===== src/rtl/conv_accumulator_pkg.sv =====
// Shared FP32 constants, field struct and accumulator FSM state for the convolution accumulator.
package conv_pkg;

  localparam int unsigned SIGN_W  = 1;
  localparam int unsigned EXP_W   = 8;
  localparam int unsigned FRAC_W  = 23;
  localparam int unsigned FP_W    = SIGN_W + EXP_W + FRAC_W;
  localparam int unsigned BIAS    = 127;
  localparam int unsigned EXP_MAX = 255;

  localparam logic [FP_W-1:0] FP_NAN  = 32'h7FFF_FFFF;
  localparam logic [FP_W-1:0] FP_PINF = 32'h7F80_0000;

  typedef struct packed {
    logic              sign;
    logic [EXP_W-1:0]  exp;
    logic [FRAC_W-1:0] frac;
  } fp32_t;

  typedef enum logic {
    IDLE,
    ACCUM
  } acc_state_t;

  // Leading-zero count of a 24-bit mantissa (24 when the value is zero).
  function automatic logic [4:0] lzc24(input logic [23:0] v);
    logic [4:0] n;
    logic       found;
    n     = 5'd24;
    found = 1'b0;
    for (int i = 23; i >= 0; i--) begin
      if (!found && v[i]) begin
        n     = 5'(23 - i);
        found = 1'b1;
      end
    end
    return n;
  endfunction

endpackage


===== src/rtl/conv_accumulator_if.sv =====
// Product stream in, window result out; master drives taps, slave is the accumulator.
interface conv_acc_if;

  logic        in_valid;
  logic [31:0] in_data;
  logic        in_exception;
  logic        in_nan;
  logic        flush;
  logic        out_valid;
  logic [31:0] out;
  logic        out_exception;
  logic        out_nan;

  modport master (
    output in_valid, in_data, in_exception, in_nan, flush,
    input  out_valid, out, out_exception, out_nan
  );

  modport slave (
    input  in_valid, in_data, in_exception, in_nan, flush,
    output out_valid, out, out_exception, out_nan
  );

endinterface


===== src/rtl/conv_accumulator_fp32_add.sv =====
// Combinational FP32 adder: truncating alignment and rounding, denormal flush, Inf/NaN propagation.
module fp32_add
  import conv_pkg::*;
(
  input  fp32_t a,
  input  fp32_t b,
  output fp32_t sum_c,
  output logic  nan_c,
  output logic  inf_c
);

  logic        a_nan, b_nan, a_inf, b_inf, swap;
  fp32_t       l, s;
  logic [23:0] ml, ms, ms_sh;
  logic [7:0]  d;
  logic [24:0] sum25;
  logic [4:0]  lz;
  logic [9:0]  e_res;
  logic [22:0] frac_n;

  always_comb begin
    a_nan = (a.exp == 8'(EXP_MAX)) && (a.frac != '0);
    b_nan = (b.exp == 8'(EXP_MAX)) && (b.frac != '0);
    a_inf = (a.exp == 8'(EXP_MAX)) && (a.frac == '0);
    b_inf = (b.exp == 8'(EXP_MAX)) && (b.frac == '0);

    // Larger magnitude goes first so the difference never goes negative.
    swap  = {b.exp, b.frac} > {a.exp, a.frac};
    l     = swap ? b : a;
    s     = swap ? a : b;
    ml    = (l.exp == '0) ? 24'd0 : {1'b1, l.frac};
    ms    = (s.exp == '0) ? 24'd0 : {1'b1, s.frac};
    d     = l.exp - s.exp;
    ms_sh = (d >= 8'd25) ? 24'd0 : (ms >> d);
    sum25 = (l.sign == s.sign) ? ({1'b0, ml} + {1'b0, ms_sh})
                               : ({1'b0, ml} - {1'b0, ms_sh});
    lz    = lzc24(sum25[23:0]);

    if (sum25[24]) begin
      frac_n = sum25[23:1];
      e_res  = {2'b00, l.exp} + 10'd1;
    end else begin
      frac_n = 23'(sum25[22:0] << lz);
      e_res  = {2'b00, l.exp} - {5'b00000, lz};
    end

    sum_c = '0;
    nan_c = 1'b0;
    inf_c = 1'b0;
    if (a_nan || b_nan || (a_inf && b_inf && (a.sign != b.sign))) begin
      sum_c = FP_NAN;
      nan_c = 1'b1;
    end else if (a_inf || b_inf) begin
      sum_c = {(a_inf ? a.sign : b.sign), FP_PINF[30:0]};
      inf_c = 1'b1;
    end else if ((sum25 == '0) || ($signed(e_res) <= 10'sd0)) begin
      sum_c = '0;
    end else if ($signed(e_res) >= 10'sd255) begin
      sum_c = {l.sign, FP_PINF[30:0]};
      inf_c = 1'b1;
    end else begin
      sum_c = {l.sign, e_res[7:0], frac_n};
    end
  end

endmodule


===== src/rtl/conv_accumulator.sv =====
// Per-window FP32 accumulator with one-cycle result pulse and flush.
// Optional CONV_ACC_BIAS_EN adds a bias port used as the window preload.
module conv_accumulator
  import conv_pkg::*;
#(
  parameter int unsigned KERNEL_TAPS = 9,
  parameter int unsigned CNT_W       = $clog2(KERNEL_TAPS + 1)
) (
  input  logic            clk,
  input  logic            rst,
`ifdef CONV_ACC_BIAS_EN
  input  logic [31:0]     bias,
`endif
  conv_acc_if.slave       acc
);

  acc_state_t       state_q, state_d;
  fp32_t            acc_q, acc_d;
  logic [CNT_W-1:0] cnt_q, cnt_d;
  logic [31:0]      out_q, out_d;
  logic             out_exc_q, out_exc_d;
  logic             out_nan_q, out_nan_d;
  logic             out_valid_q, out_valid_d;

  fp32_t preload_c, tap_c, add_a_c, sum_c;
  logic  nan_c, inf_c, take_c, last_c;

`ifdef CONV_ACC_BIAS_EN
  assign preload_c = fp32_t'(bias);
`else
  assign preload_c = '0;
`endif

  // Flagged products bypass the mantissa as canonical NaN or signed Inf.
  assign tap_c   = acc.in_nan       ? fp32_t'(FP_NAN)
                 : acc.in_exception ? fp32_t'({acc.in_data[31], FP_PINF[30:0]})
                 : fp32_t'(acc.in_data);
  // Tap 1 adds onto the live preload, so a bias is always sampled fresh.
  assign add_a_c = (state_q == IDLE) ? preload_c : acc_q;
  assign take_c  = acc.in_valid && !acc.flush;
  assign last_c  = take_c && (cnt_q == CNT_W'(KERNEL_TAPS - 1));

  fp32_add u_add (
    .a     (add_a_c),
    .b     (tap_c),
    .sum_c (sum_c),
    .nan_c (nan_c),
    .inf_c (inf_c)
  );

  always_ff @(posedge clk or negedge rst) begin
    if (!rst) begin
      state_q     <= IDLE;
      acc_q       <= '0;
      cnt_q       <= '0;
      out_q       <= '0;
      out_exc_q   <= 1'b0;
      out_nan_q   <= 1'b0;
      out_valid_q <= 1'b0;
    end else begin
      state_q     <= state_d;
      acc_q       <= acc_d;
      cnt_q       <= cnt_d;
      out_q       <= out_d;
      out_exc_q   <= out_exc_d;
      out_nan_q   <= out_nan_d;
      out_valid_q <= out_valid_d;
    end
  end

  always_comb begin
    state_d = state_q;
    if (acc.flush || last_c) begin
      state_d = IDLE;
    end else if (take_c) begin
      state_d = ACCUM;
    end
  end

  always_comb begin
    acc_d       = acc_q;
    cnt_d       = cnt_q;
    out_d       = out_q;
    out_exc_d   = out_exc_q;
    out_nan_d   = out_nan_q;
    out_valid_d = 1'b0;
    if (acc.flush) begin
      acc_d = preload_c;
      cnt_d = '0;
    end else if (last_c) begin
      out_d       = sum_c;
      out_exc_d   = inf_c;
      out_nan_d   = nan_c;
      out_valid_d = 1'b1;
      acc_d       = preload_c;
      cnt_d       = '0;
    end else if (take_c) begin
      acc_d = sum_c;
      cnt_d = cnt_q + CNT_W'(1);
    end
  end

  assign acc.out_valid     = out_valid_q;
  assign acc.out           = out_q;
  assign acc.out_exception = out_exc_q;
  assign acc.out_nan       = out_nan_q;

endmodule


===== src/flat_wrapper.sv =====
// flat-port wrapper written by rule: the top's interface ports become plain ports
module conv_accumulator_flat import conv_pkg::*;
#(
  parameter int unsigned KERNEL_TAPS = 9,
  parameter int unsigned CNT_W       = $clog2(KERNEL_TAPS + 1)
)
  (clk, rst, acc_in_valid, acc_in_data, acc_in_exception, acc_in_nan, acc_flush, acc_out_valid, acc_out, acc_out_exception, acc_out_nan);
  conv_acc_if acc_i ();
  input  logic clk;
  input  logic rst;
  input wire logic [$bits(acc_i.in_valid)-1:0] acc_in_valid;
  input wire logic [$bits(acc_i.in_data)-1:0] acc_in_data;
  input wire logic [$bits(acc_i.in_exception)-1:0] acc_in_exception;
  input wire logic [$bits(acc_i.in_nan)-1:0] acc_in_nan;
  input wire logic [$bits(acc_i.flush)-1:0] acc_flush;
  output wire logic [$bits(acc_i.out_valid)-1:0] acc_out_valid;
  output wire logic [$bits(acc_i.out)-1:0] acc_out;
  output wire logic [$bits(acc_i.out_exception)-1:0] acc_out_exception;
  output wire logic [$bits(acc_i.out_nan)-1:0] acc_out_nan;
  assign acc_i.in_valid = acc_in_valid;
  assign acc_i.in_data = acc_in_data;
  assign acc_i.in_exception = acc_in_exception;
  assign acc_i.in_nan = acc_in_nan;
  assign acc_i.flush = acc_flush;
  assign acc_out_valid = acc_i.out_valid;
  assign acc_out = acc_i.out;
  assign acc_out_exception = acc_i.out_exception;
  assign acc_out_nan = acc_i.out_nan;
  conv_accumulator #(.KERNEL_TAPS(KERNEL_TAPS), .CNT_W(CNT_W)) u_core (.clk(clk), .rst(rst), .acc(acc_i));
endmodule

===== config.mk =====
export PLATFORM = sky130hd
export DESIGN_NAME = conv_accumulator_flat
export DESIGN_NICKNAME = d
export VERILOG_FILES = /design/src/rtl/conv_accumulator_pkg.sv /design/src/rtl/conv_accumulator_if.sv /design/src/rtl/conv_accumulator_fp32_add.sv /design/src/rtl/conv_accumulator.sv /design/src/flat_wrapper.sv
export SDC_FILE = /design/constraint.sdc
export NUM_CORES = 1
export LEC_CHECK = 0
export CAP_MARGIN = 20
export CELL_PAD_IN_SITES_DETAIL_PLACEMENT = 0
export CELL_PAD_IN_SITES_GLOBAL_PLACEMENT = 1
export CORE_MARGIN = 2
export CORE_UTILIZATION = 46
export CTS_CLUSTER_DIAMETER = 150
export CTS_CLUSTER_SIZE = 12
export DETAILED_ROUTE_END_ITERATION = 10
export GPL_TIMING_DRIVEN = 0
export PLACE_DENSITY = 0.93
export SYNTH_ARGS = -nofsm -noshare
export SYNTH_HDL_FRONTEND = slang
export SYNTH_SLANG_ARGS = --single-unit

===== constraint.sdc =====
create_clock -name clk -period 18.6 [get_ports clk]
set_input_delay 3.72 -clock clk [delete_from_list [all_inputs] [get_ports clk]]
set_output_delay 3.72 -clock clk [all_outputs]
set_load 0.02 [all_outputs]

==> reports/qor.yml, run 1 <==
start_kind: "input pin"
worst_pin_slew_ns: 1.14
port_buffers: 72
hold_end: "u_core.acc_q[31]"
rows: 58
synthSimpleGateAreaFrac_pct: 24.9
async_reset_ff_share_pct: 100
whs_path_depth: 2
tns_ns: 0
cts_num_sinks: 72
r2r_slack_ns: 1.93
dp_slack_ns: -4.57
numCtsBuffers: 9
leakage_nw: 5.65
clockBufferDepth: 2
io_pins: 73
period_needed_ns: 18.10
ys.flop_type: "dfrtp_1"
netlist_instances: 1657
synth_compound_area_share_pct: 34.0
die_area_um2: 27100
cp_common_cell: "ha_1"
setup_viol_count_final: 0
synthMuxAreaShare_pct: 8.23
synthesis.nets: 1764
synth_xor_area_share_pct: 4.57
via_per_inst: 6.88
crit_start: "acc_in_exception"
root_buffer: "clkbuf_16"
vias: 14390
postSynthAreaPerCell_um2: 7.15
grt_pass1_vias: 13273
yosys.area_share.adder_pct: 7.41
fillers: 2510
r2r-end: "u_core.acc_q[8]"
finalPower_w: 0.00105
ir_drop_mv: 0.0587
slew_viol_final: 0
fin_ws_ns: 0.497
power_density_nw_per_um2: 76.0
hold-worst-slack_ns: 0.478
layout.cells.non_filler: 2091
postRouteAntennaNets: 0
synth_cell_types: 105
yosys_warnings: 0
crit_buf_inv: 15
status: "completed"
cts_tree: "yes"
area.growth.synth_to_final_pct: 17.1
coreArea_um2: 25300
fp.dieH_um: 165
synth-seq-area-share_pct: 15.2
worstSetupPathType: "input pin to register"
reg2reg_depth: 67
wirelength_um: 53000
grt_max_degree: 73
fmax_ghz: 0.0552
routedWlPerCell_um: 25.3
diodes: 0
final_nets: 1864
hpwl_um: 42000
crit_required_ns: 18.85
dr.pass1.iters: 6
worstSetupEndpointType: "register"
drt-initial-drc-count: 1748
ys_seq_elements: 72
cp_top_family: "simple AND/OR/NAND/NOR gates"
synth_top_family_by_area: "compound AO/OA/AOI/OAI gates"
finalCritPeriodShare_pct: 97.3
start_util_pct: 46.9
final-seq-area_um2: 1800
clkLatencyLatePin_ns: 0.33
htree_levels: 3
grt_usage_pct: 38.4
multi_input_area_um2: 9770
antenna_found_initial: 0
drive_gt1_share_pct: 11.9
cp.arrival_ns: 18.35
slew_headroom_pct: 24.0
grt_pass1_wl_um: 79300
final-hold-violation-count: 0
cp_slowest_cell: "or4b_2"
synth_edf_count: 0
critPathMaxStageDelay_ns: 0.73
worstReg2RegStart: "u_core.state_q"
place_inst: 2061
grt-ovfl-total: 0
place.gp.congestion: 1.02
cap_violations: 0
hold_path.class: "register to register"
drc_errors: 0
die_x_um: 165
clkTransAtPathRegs_ns: 0.05
min_from: "u_core.acc_q[31]"
netlist_area_um2: 11900
clock-skew-final_ns: 0.00431
critPathMaxFanout: 19
worst max-delay path by stage:
stage | to | slack (ns) | cells after the start
global placement | u_core.acc.out[0] | -4.67 | 68
detailed placement | u_core.acc.out[13] | -4.57 | 68
global route | u_core.acc_q[14] | -0.004 | 66
CTS | u_core.acc.out[10] | 0.008 | 71
finish | u_core.acc_q[8] | 0.50 | 65
floorplan | u_core.acc_q[22] | 0.60 | 67
timing repair:
| item | in CTS | in global routing |
|---|---|---|
| pin swaps | 10 | 15 |
| gates resized for setup | 59 | 69 |
| hold buffers | 0 | 0 |
| hold endpoints to repair | 0 | 0 |
| setup buffers | 10 | 16 |
| endpoints found under the setup margin | 65 | 60 |
cell usage in the layout, fill, tap and decap left out, drive strengths merged, types with 44 or more instances in the layout:
cell type / count
inv: 49
clkdlybuf4s50: 70
ha: 67
clkbuf: 85
dfrtp: 72
a211oi: 44
nand2: 177
nand3: 58
mux2i: 48
a21oi: 163
nor2: 154
buf: 61
nor3: 48
o21ai: 147
cells in the mapped netlist (13+ instances only):
master | number | share of area, %
clkbuf_1 | 84 | 2.7
nor4_1 | 19 | 1.0
mux2i_1 | 48 | 4.1
mux2_2 | 22 | 2.1
nand4_1 | 23 | 1.2
o21ai_1 | 16 | 0.68
nand3_1 | 57 | 2.4
nor3_1 | 46 | 1.9
dfrtp_1 | 72 | 15
buf_2 | 14 | 0.59
a21oi_1 | 161 | 6.8
a31oi_1 | 21 | 1.1
and3_1 | 16 | 0.84
or3_1 | 18 | 0.95
nor2_1 | 150 | 4.8
a21o_1 | 36 | 2.3
o21a_1 | 16 | 1.0
o21ai_0 | 130 | 5.5
xnor2_1 | 34 | 2.5
a211oi_1 | 43 | 2.7
and2_1 | 17 | 0.90
nor2b_1 | 15 | 0.79
ha_1 | 67 | 7.1
nand2_1 | 175 | 5.5
o211ai_1 | 21 | 1.3
inv_1 | 47 | 1.5
xor2_1 | 26 | 1.9
a221o_1 | 31 | 2.6
o22ai_1 | 13 | 0.69
tightest hold or removal path: cells and delay by family, from the launching register on:
| family | cells | cell delay (ns) |
|---|---|---|
| simple gates | 1 | 0.05 |
| compound gates | 1 | 0.05 |
| flops | 1 | 0.34 |
layer usage:
metal	share of wire [%]	GRT usage (%)	wire length, um	vias up
met2	44	59.7	23100	908
li1	-	-	-	6455
met5	0	0	0	-
met4	6.1	19.9	3230	0
met3	9.7	4.90	5150	170
met1	41	52.3	21500	6857
flip-flops by register name, summed over array words and instances (netlist names):
register                  cells
u_core.acc.out               32
u_core.acc_q                 32
u_core.cnt_q                  4
u_core.acc.out_exception      1
u_core.acc.out_nan            1
u_core.acc.out_valid          1
u_core.state_q                1
stage by stage:
step	area (um2)	util, %
after global placement	13000	51.4
after CTS	13500	53.5
after detailed placement	13000	51.5
after floorplan	11900	-
final	13900	55.0
after global routing	13900	55.0
report_power, final:
group | switching (W) | internal (W)
clock | 0.0000617 | 0.0000962
sequential | 0.0000322 | 0.000179
combinational | 0.000449 | 0.000236
total | 0.000543 | 0.000512
logic make-up after synthesis:
family                     Yosys count
muxes                               82
xor gates and xnor gates            61
AOI/OAI and AO/OA                  608
buffers and inverters              166
and+or+nand+nor                    599
adders and majority gates           69
DFF                                 72
cell type report:
| cell class | count | area share (%) |
|---|---|---|
| plain buffers | 105 | 3.62 |
| clock buffers | 12 | 1.85 |
| clock inverters | 3 | 0.126 |
| inverters | 50 | 1.41 |
| multi-input cells | 1419 | 70.4 |
| flip-flops and latches | 72 | 13.0 |
| well taps | 330 | 2.98 |
| repair buffers | 100 | 6.66 |
Note: power is estimated with default switching activity, not from simulation.
==> inputs of run 2 (changes only) <==
CORE_UTILIZATION = 49   (was 46)
DONT_BUFFER_PORTS = 1   (was not set)
PLACE_DENSITY = 0.92   (was 0.93)
==> run 2 against run 1 <==
  * Setup slack worse by 0.033 ns
  * Die area is 6.0% lower
  * Register-to-register slack worse by 0.28 ns
  * Global-route usage rose by 0.29 points
  * Routed wire length decreased by 2.8%
  * Sequential share of layout area increased by 0.77 points
  * Critical path depth shrank 4
  * Clock power is 26% higher
  * Combinational power shrank 7.3%
  * Critical path type unchanged
==> reports/qor.yml, run 2 (same netlist as run 1, synthesis figures left out) <==
status: "completed"
clkTransAtPathRegs_ns: 0.05  # about the same
crit_required_ns: 18.85  # about the same
cap_violations: 0  # unchanged
ir_drop_mv: 0.0759  # +29%
cts_tree: "yes"
mostFrequentLayoutCells: "nand2_1 (173), nor2_1 (150), a21oi_1 (147)"
io_pins: 73  # unchanged
p_int_w: 0.000527  # +3.0%
die_x_um: 160  # -3.0%
coreArea_um2: 23600  # -6.5%
htree_levels: 3  # unchanged
grt-ovfl-total: 0  # unchanged
hold_buffers: 0  # unchanged
final_common_cell: "nand2_1"
setup_viol_count_final: 0  # unchanged
cts_num_sinks: 72  # unchanged
slew_viol_final: 0  # unchanged
post_dp_cell_area_um2: 12300  # -5.6%
hpwl_um: 41000  # -2.4%
dr.pass1.iters: 6  # unchanged
wirelength_um: 51500  # -2.8%
start_util_pct: 50.2  # +3.3 points
critPathMaxFanout: 19  # unchanged
antenna_found_initial: 1  # +1
cp_slowest_cell: "or4b_2"
p_sw_share_pct: 50.0  # -1.4 points
leakage_nw: 5.38  # -4.8%
worst_pin_slew_ns: 1.11  # -0.0269 ns
layout.cells.non_filler: 2005  # -4.1%
r2r_slack_ns: 1.65  # -0.28 ns
clock-skew-final_ns: 0.00733  # +0.00302 ns
drc_errors: 0  # unchanged
drive_gt1_share_pct: 11.3  # -0.60 points
fp.dieH_um: 160  # -3.0%
finalCritPeriodShare_pct: 97.5  # +0.18 points
place.gp.congestion: 1.05  # +2.3%
die_area_um2: 25400  # -6.0%
grt_pass1_wl_um: 77400  # -2.4%
power_density_nw_per_um2: 80.5  # +6.0%
dp_slack_ns: -4.18  # +0.387 ns
routedWlPerCell_um: 25.7  # +1.4%
worstSetupPathType: "input pin to register"
switching_power_w: 0.000528  # -2.7%
diodes: 0  # unchanged
final_area_um2: 13100  # -5.6%
cp.arrival_ns: 18.39  # +0.04 ns
numCtsBuffers: 9  # unchanged
pwr-share-comb_pct: 60.2  # -4.7 points
final_nets: 1788  # -4.1%
start_kind: "input pin"
pwr-share-seq_pct: 21.0  # +0.9 points
period_needed_ns: 18.14  # +0.0327 ns
drt-initial-drc-count: 1462  # -16%
grt_max_degree: 73  # unchanged
place_inst: 1978  # -4.0%
fmax_ghz: 0.0551  # -0.18%
hold_path.class: "register to register"
via_per_inst: 7.02  # +1.9%
postRouteAntennaNets: 0  # unchanged
final-hold-violation-count: 0  # unchanged
root_buffer: "clkbuf_16"
slew_headroom_pct: 25.8  # +1.8 points
rows: 56  # -3.4%
grt_usage_pct: 38.7  # +0.29 points
fin_ws_ns: 0.464  # -0.0327 ns
area.growth.synth_to_final_pct: 10.5
finalPower_w: 0.00105  # about the same
port_buffers: 0  # -100%
critPathMaxStageDelay_ns: 0.73  # about the same
clockBufferDepth: 2  # unchanged
power_frac_clock_pct: 18.9  # +3.9 points
worstSetupEndpointType: "register"
clkLatencyLatePin_ns: 0.33  # about the same
grt_pass1_vias: 12955  # -2.4%
vias: 14067  # -2.2%
==> run 2: path summary, 6_finish.rpt <==
check | start | endpoint | depth (start not counted)
setup / recovery | acc_in_exception | u_core.acc_q[21] | 61
hold / removal | u_core.acc_q[31] | u_core.acc_q[31] | 2
setup reg to reg | u_core.state_q | u_core.acc_q[21] | 64
hold reg to reg | u_core.acc_q[31] | u_core.acc_q[31] | 2
max in group asynchronous | rst | u_core.acc.out[14] | 0
min in group asynchronous | rst | u_core.acc.out[7] | 0
==> run 2: timing repair <==
item / in CTS / in global routing
endpoints found under the hold margin: 0 / 0
gates resized for setup: 50 / 50
pin swaps: 9 / 9
buffers inserted: 10 / 8
endpoints found under the setup margin: 65 / 60
==> run 2: area by class of cell <==
| class | count | area, um2 |
|---|---|---|
| Timing Repair Buffer | 20 | 153 |
| Buffer | 109 | 507 |
| Clock buffer | 11 | 243 |
| Clock inverter | 5 | 104 |
| Multi-Input combinational cell | 1419 | 9700 |
| Inverter | 50 | 190 |
| Fill cell | 2391 | 10500 |
| Tap cell | 319 | 399 |
| Sequential cell | 72 | 1800 |
==> run 2: routing by layer <==
| metal | vias to the layer above | wire length (um) | track usage, % |
|---|---|---|---|
| met2 | 878 | 22400 | 59.8 |
| met1 | 6692 | 20600 | 51.4 |
| met3 | 182 | 4920 | 5.73 |
| met4 | 0 | 3530 | 22.6 |
| met5 | - | 0 | 0 |
| li1 | 6315 | - | - |
==> run 2: worst max-delay path: cells and delay by family <==
kind,cells,cell delay [ns]
simple gates,21,4.91
compound gates,18,4.16
buf+inv,14,2.99
fa+ha+maj,5,1.71
mux,2,0.68
xor+xnor,1,0.17
==> run 2: power by group through the flow <==
stage          clock network, W  logic (W)  registers (W)
5_1_grt                0.000205   0.000674       0.000222
4_1_cts                0.000199   0.000596       0.000218
2_1_floorplan                 0   0.000408       0.000206
6_report               0.000199   0.000635       0.000221
3_5_place_dp                  0   0.000582       0.000221
3_3_place_gp                  0   0.000579       0.000220
==> run 2: stage by stage <==
step	TNS, ns	hold slack (ns)	utilization, %
global placement	-266.01	0.468	51.9
global route	-3.00	0.542	55.5
floorplan	0	0.449	-
finish	0	0.495	55.5
detailed placement	-256.52	0.485	52.0
CTS	0	0.497	54.5
==> inputs of run 3 (changes only) <==
CORE_UTILIZATION = 44   (was 49)
GPL_TIMING_DRIVEN = not set   (was 0)
PLACE_DENSITY = 0.88   (was 0.92)
RECOVER_POWER = 25   (was not set)
clock period = 16.5 ns   (was 18.6 ns; I/O delays follow)
==> run 3 against run 2 <==
  * Global-route usage is 6.1 points lower
  * Largest cell class unchanged
  * Worst hold slack worse by 0.0071 ns
  * Combinational power grew 7.2%
  * Die area up 11%
==> reports/qor.yml, run 3 (same netlist as run 1, synthesis figures left out) <==
status: "completed"
clock-skew-final_ns: 0.00919  # +0.00185 ns
grt_pass1_wl_um: 72700  # -6.1%
r2r_slack_ns: 2.79  # +1.14 ns
port_buffers: 0  # unchanged
die_area_um2: 28300  # +11%
worstReg2RegStart: "u_core.state_q"
finalCritPeriodShare_pct: 95.4
clkTransAtPathRegs_ns: 0.05  # about the same
vias: 13491  # -4.1%
min_from: "u_core.acc_q[31]"
io_pins: 73  # unchanged
area.growth.synth_to_final_pct: 6.82
period_needed_ns: 15.74
cts_tree: "yes"
grt_usage_pct: 32.7  # -6.1 points
diodes: 0  # unchanged
crit_required_ns: 16.74  # -2.11 ns
rows: 60  # +7.1%
drive_gt1_share_pct: 10.1  # -1.2 points
slew_headroom_pct: 28.5  # +2.7 points
rsz0062_at_grt: "no"
hold_end: "u_core.acc_q[31]"
grt_pass1_vias: 12281  # -5.2%
postRouteAntennaNets: 0  # unchanged
place.gp.congestion: 1.00  # -4.2%
coreArea_um2: 26700  # +13%
power_density_nw_per_um2: 89.3  # +11%
worstSetupEndpointType: "register"
grt-ovfl-total: 0  # unchanged
place_inst: 1936  # -2.1%
hpwl_um: 37500  # -8.6%
r2r-end: "u_core.acc.out[13]"
layout.cells.non_filler: 1953  # -2.6%
final-hold-violation-count: 0  # unchanged
tns_ns: 0  # unchanged
wirelength_um: 47300  # -8.2%
routedWlPerCell_um: 24.2  # -5.7%
cp_common_cell: "ha_1"
start_util_pct: 44.3  # -5.8 points
post-cts-setup-buffers: 0  # -10
leakage_nw: 5.25  # -2.3%
root_buffer: "clkbuf_16"
final_nets: 1714  # -4.1%
mostFrequentLayoutCells: "nand2_1 (174), a21oi_1 (159), nor2_1 (148)"
fmax_ghz: 0.0635
critPathMaxStageDelay_ns: 0.76  # +0.03 ns
fp.dieH_um: 168  # +5.4%
antenna_found_initial: 0  # -1
via_per_inst: 6.91  # -1.5%
dr.pass1.iters: 8  # +2
worstSetupPathType: "input pin to register"
numCtsBuffers: 9  # unchanged
clockBufferDepth: 2  # unchanged
worst_pin_slew_ns: 1.07  # -0.0396 ns
slew_viol_final: 0  # unchanged
start_kind: "input pin"
ir_drop_mv: 0.0962  # +27%
drc_errors: 0  # unchanged
clkLatencyLatePin_ns: 0.33  # about the same
cts_num_sinks: 72  # unchanged
drt-initial-drc-count: 1893  # +29%
setup_viol_count_final: 0  # unchanged
whs_path_depth: 2  # unchanged
reg2reg_depth: 54  # -16%
cap_violations: 0  # unchanged
cp_slowest_cell: "or4b_2"
final_common_cell: "nand2_1"
critPathMaxFanout: 34  # +15
cp.arrival_ns: 15.97  # -2.42 ns
die_x_um: 168  # +5.4%
grt_max_degree: 73  # unchanged
htree_levels: 3  # unchanged
hold_path.class: "register to register"
[run 3: cell types whose count changed in the layout (fill, tap and decap cells not counted), moves of 6 or more]
cell / before / now
buf_4: 24 / 54
xnor2_2: 6 / 0
xnor2_1: 28 / 34
clkbuf_1: 65 / 1
buf_1: 8 / 0
a21oi_1: 147 / 159
a21oi_2: 11 / 4
clkbuf_2: 10 / 0
buf_2: 14 / 0
[run 3: critical path, delay by kind of cell]
kind	cells	cell delay, ns
AND/OR/NAND/NOR	24	6.01
XOR/XNOR	2	0.49
buffers and inverters	2	0.24
adder cells (fa/ha/maj)	6	1.96
AO/OA/AOI/OAI	17	3.65
multiplexers	1	0.33
[run 3: what timing repair did]
item | CTS | global route
resized for setup | 0 | 10
hold endpoints to repair | 0 | 0
hold buffers | 0 | 0
endpoints found under the setup margin | 0 | 58
[run 3: metal layers]
metal | share of wire, % | GRT usage (%) | vias up
met3 | 9.3 | 3.95 | 116
met2 | 44 | 50.9 | 781
met5 | 0 | 0 | -
met4 | 3.8 | 11.7 | 0
met1 | 43 | 46.6 | 6446
li1 | - | - | 6148
[run 3: layout make-up]
class | count | area (um2)
Clock buffer | 10 | 229
Inverter | 50 | 190
Clock inverter | 6 | 83.8
Fill cell | 2732 | 14100
Tap cell | 341 | 427
Sequential cell | 72 | 1800
Timing Repair Buffer | 55 | 433
Multi-Input combinational cell | 1419 | 9500
[run 3: how the worst max path moves through the flow]
stage / start / end / slack [ns] / cells past startpoint
6_report: acc_in_nan / u_core.acc.out[13] / 0.76 / 52
5_1_grt: acc_in_nan / u_core.acc.out[7] / 0.01 / 52
4_1_cts: acc_in_nan / u_core.acc.out[20] / 0.68 / 53
3_5_place_dp: acc_in_nan / u_core.acc.out[5] / 0.39 / 53
3_3_place_gp: acc_in_nan / u_core.acc.out[20] / 0.62 / 51
2_1_floorplan: acc_in_nan / u_core.acc_q[22] / 0.004 / 70
[run 3: through the flow]
step	hold slack (ns)	setup WS [ns]	instance area, um2	total power, W	util [%]
5_1_grt	0.529	0.0125	12700	0.00119	47.4
2_1_floorplan	0.449	0.00393	11900	0.000695	-
4_1_cts	0.488	0.685	12600	0.00111	47.1
6_report	0.488	0.764	12700	0.00113	47.4
3_5_place_dp	0.476	0.395	12300	0.000900	45.9
3_3_place_gp	0.460	0.619	12300	0.000900	45.9
[run 3: power by group]
part           switching [W]  total (W)  leakage [nW]  internal [W]
combinational       0.000447   0.000681          4.18      0.000234
clock              0.0000725   0.000204         0.156      0.000132
sequential         0.0000438   0.000246         0.915      0.000202
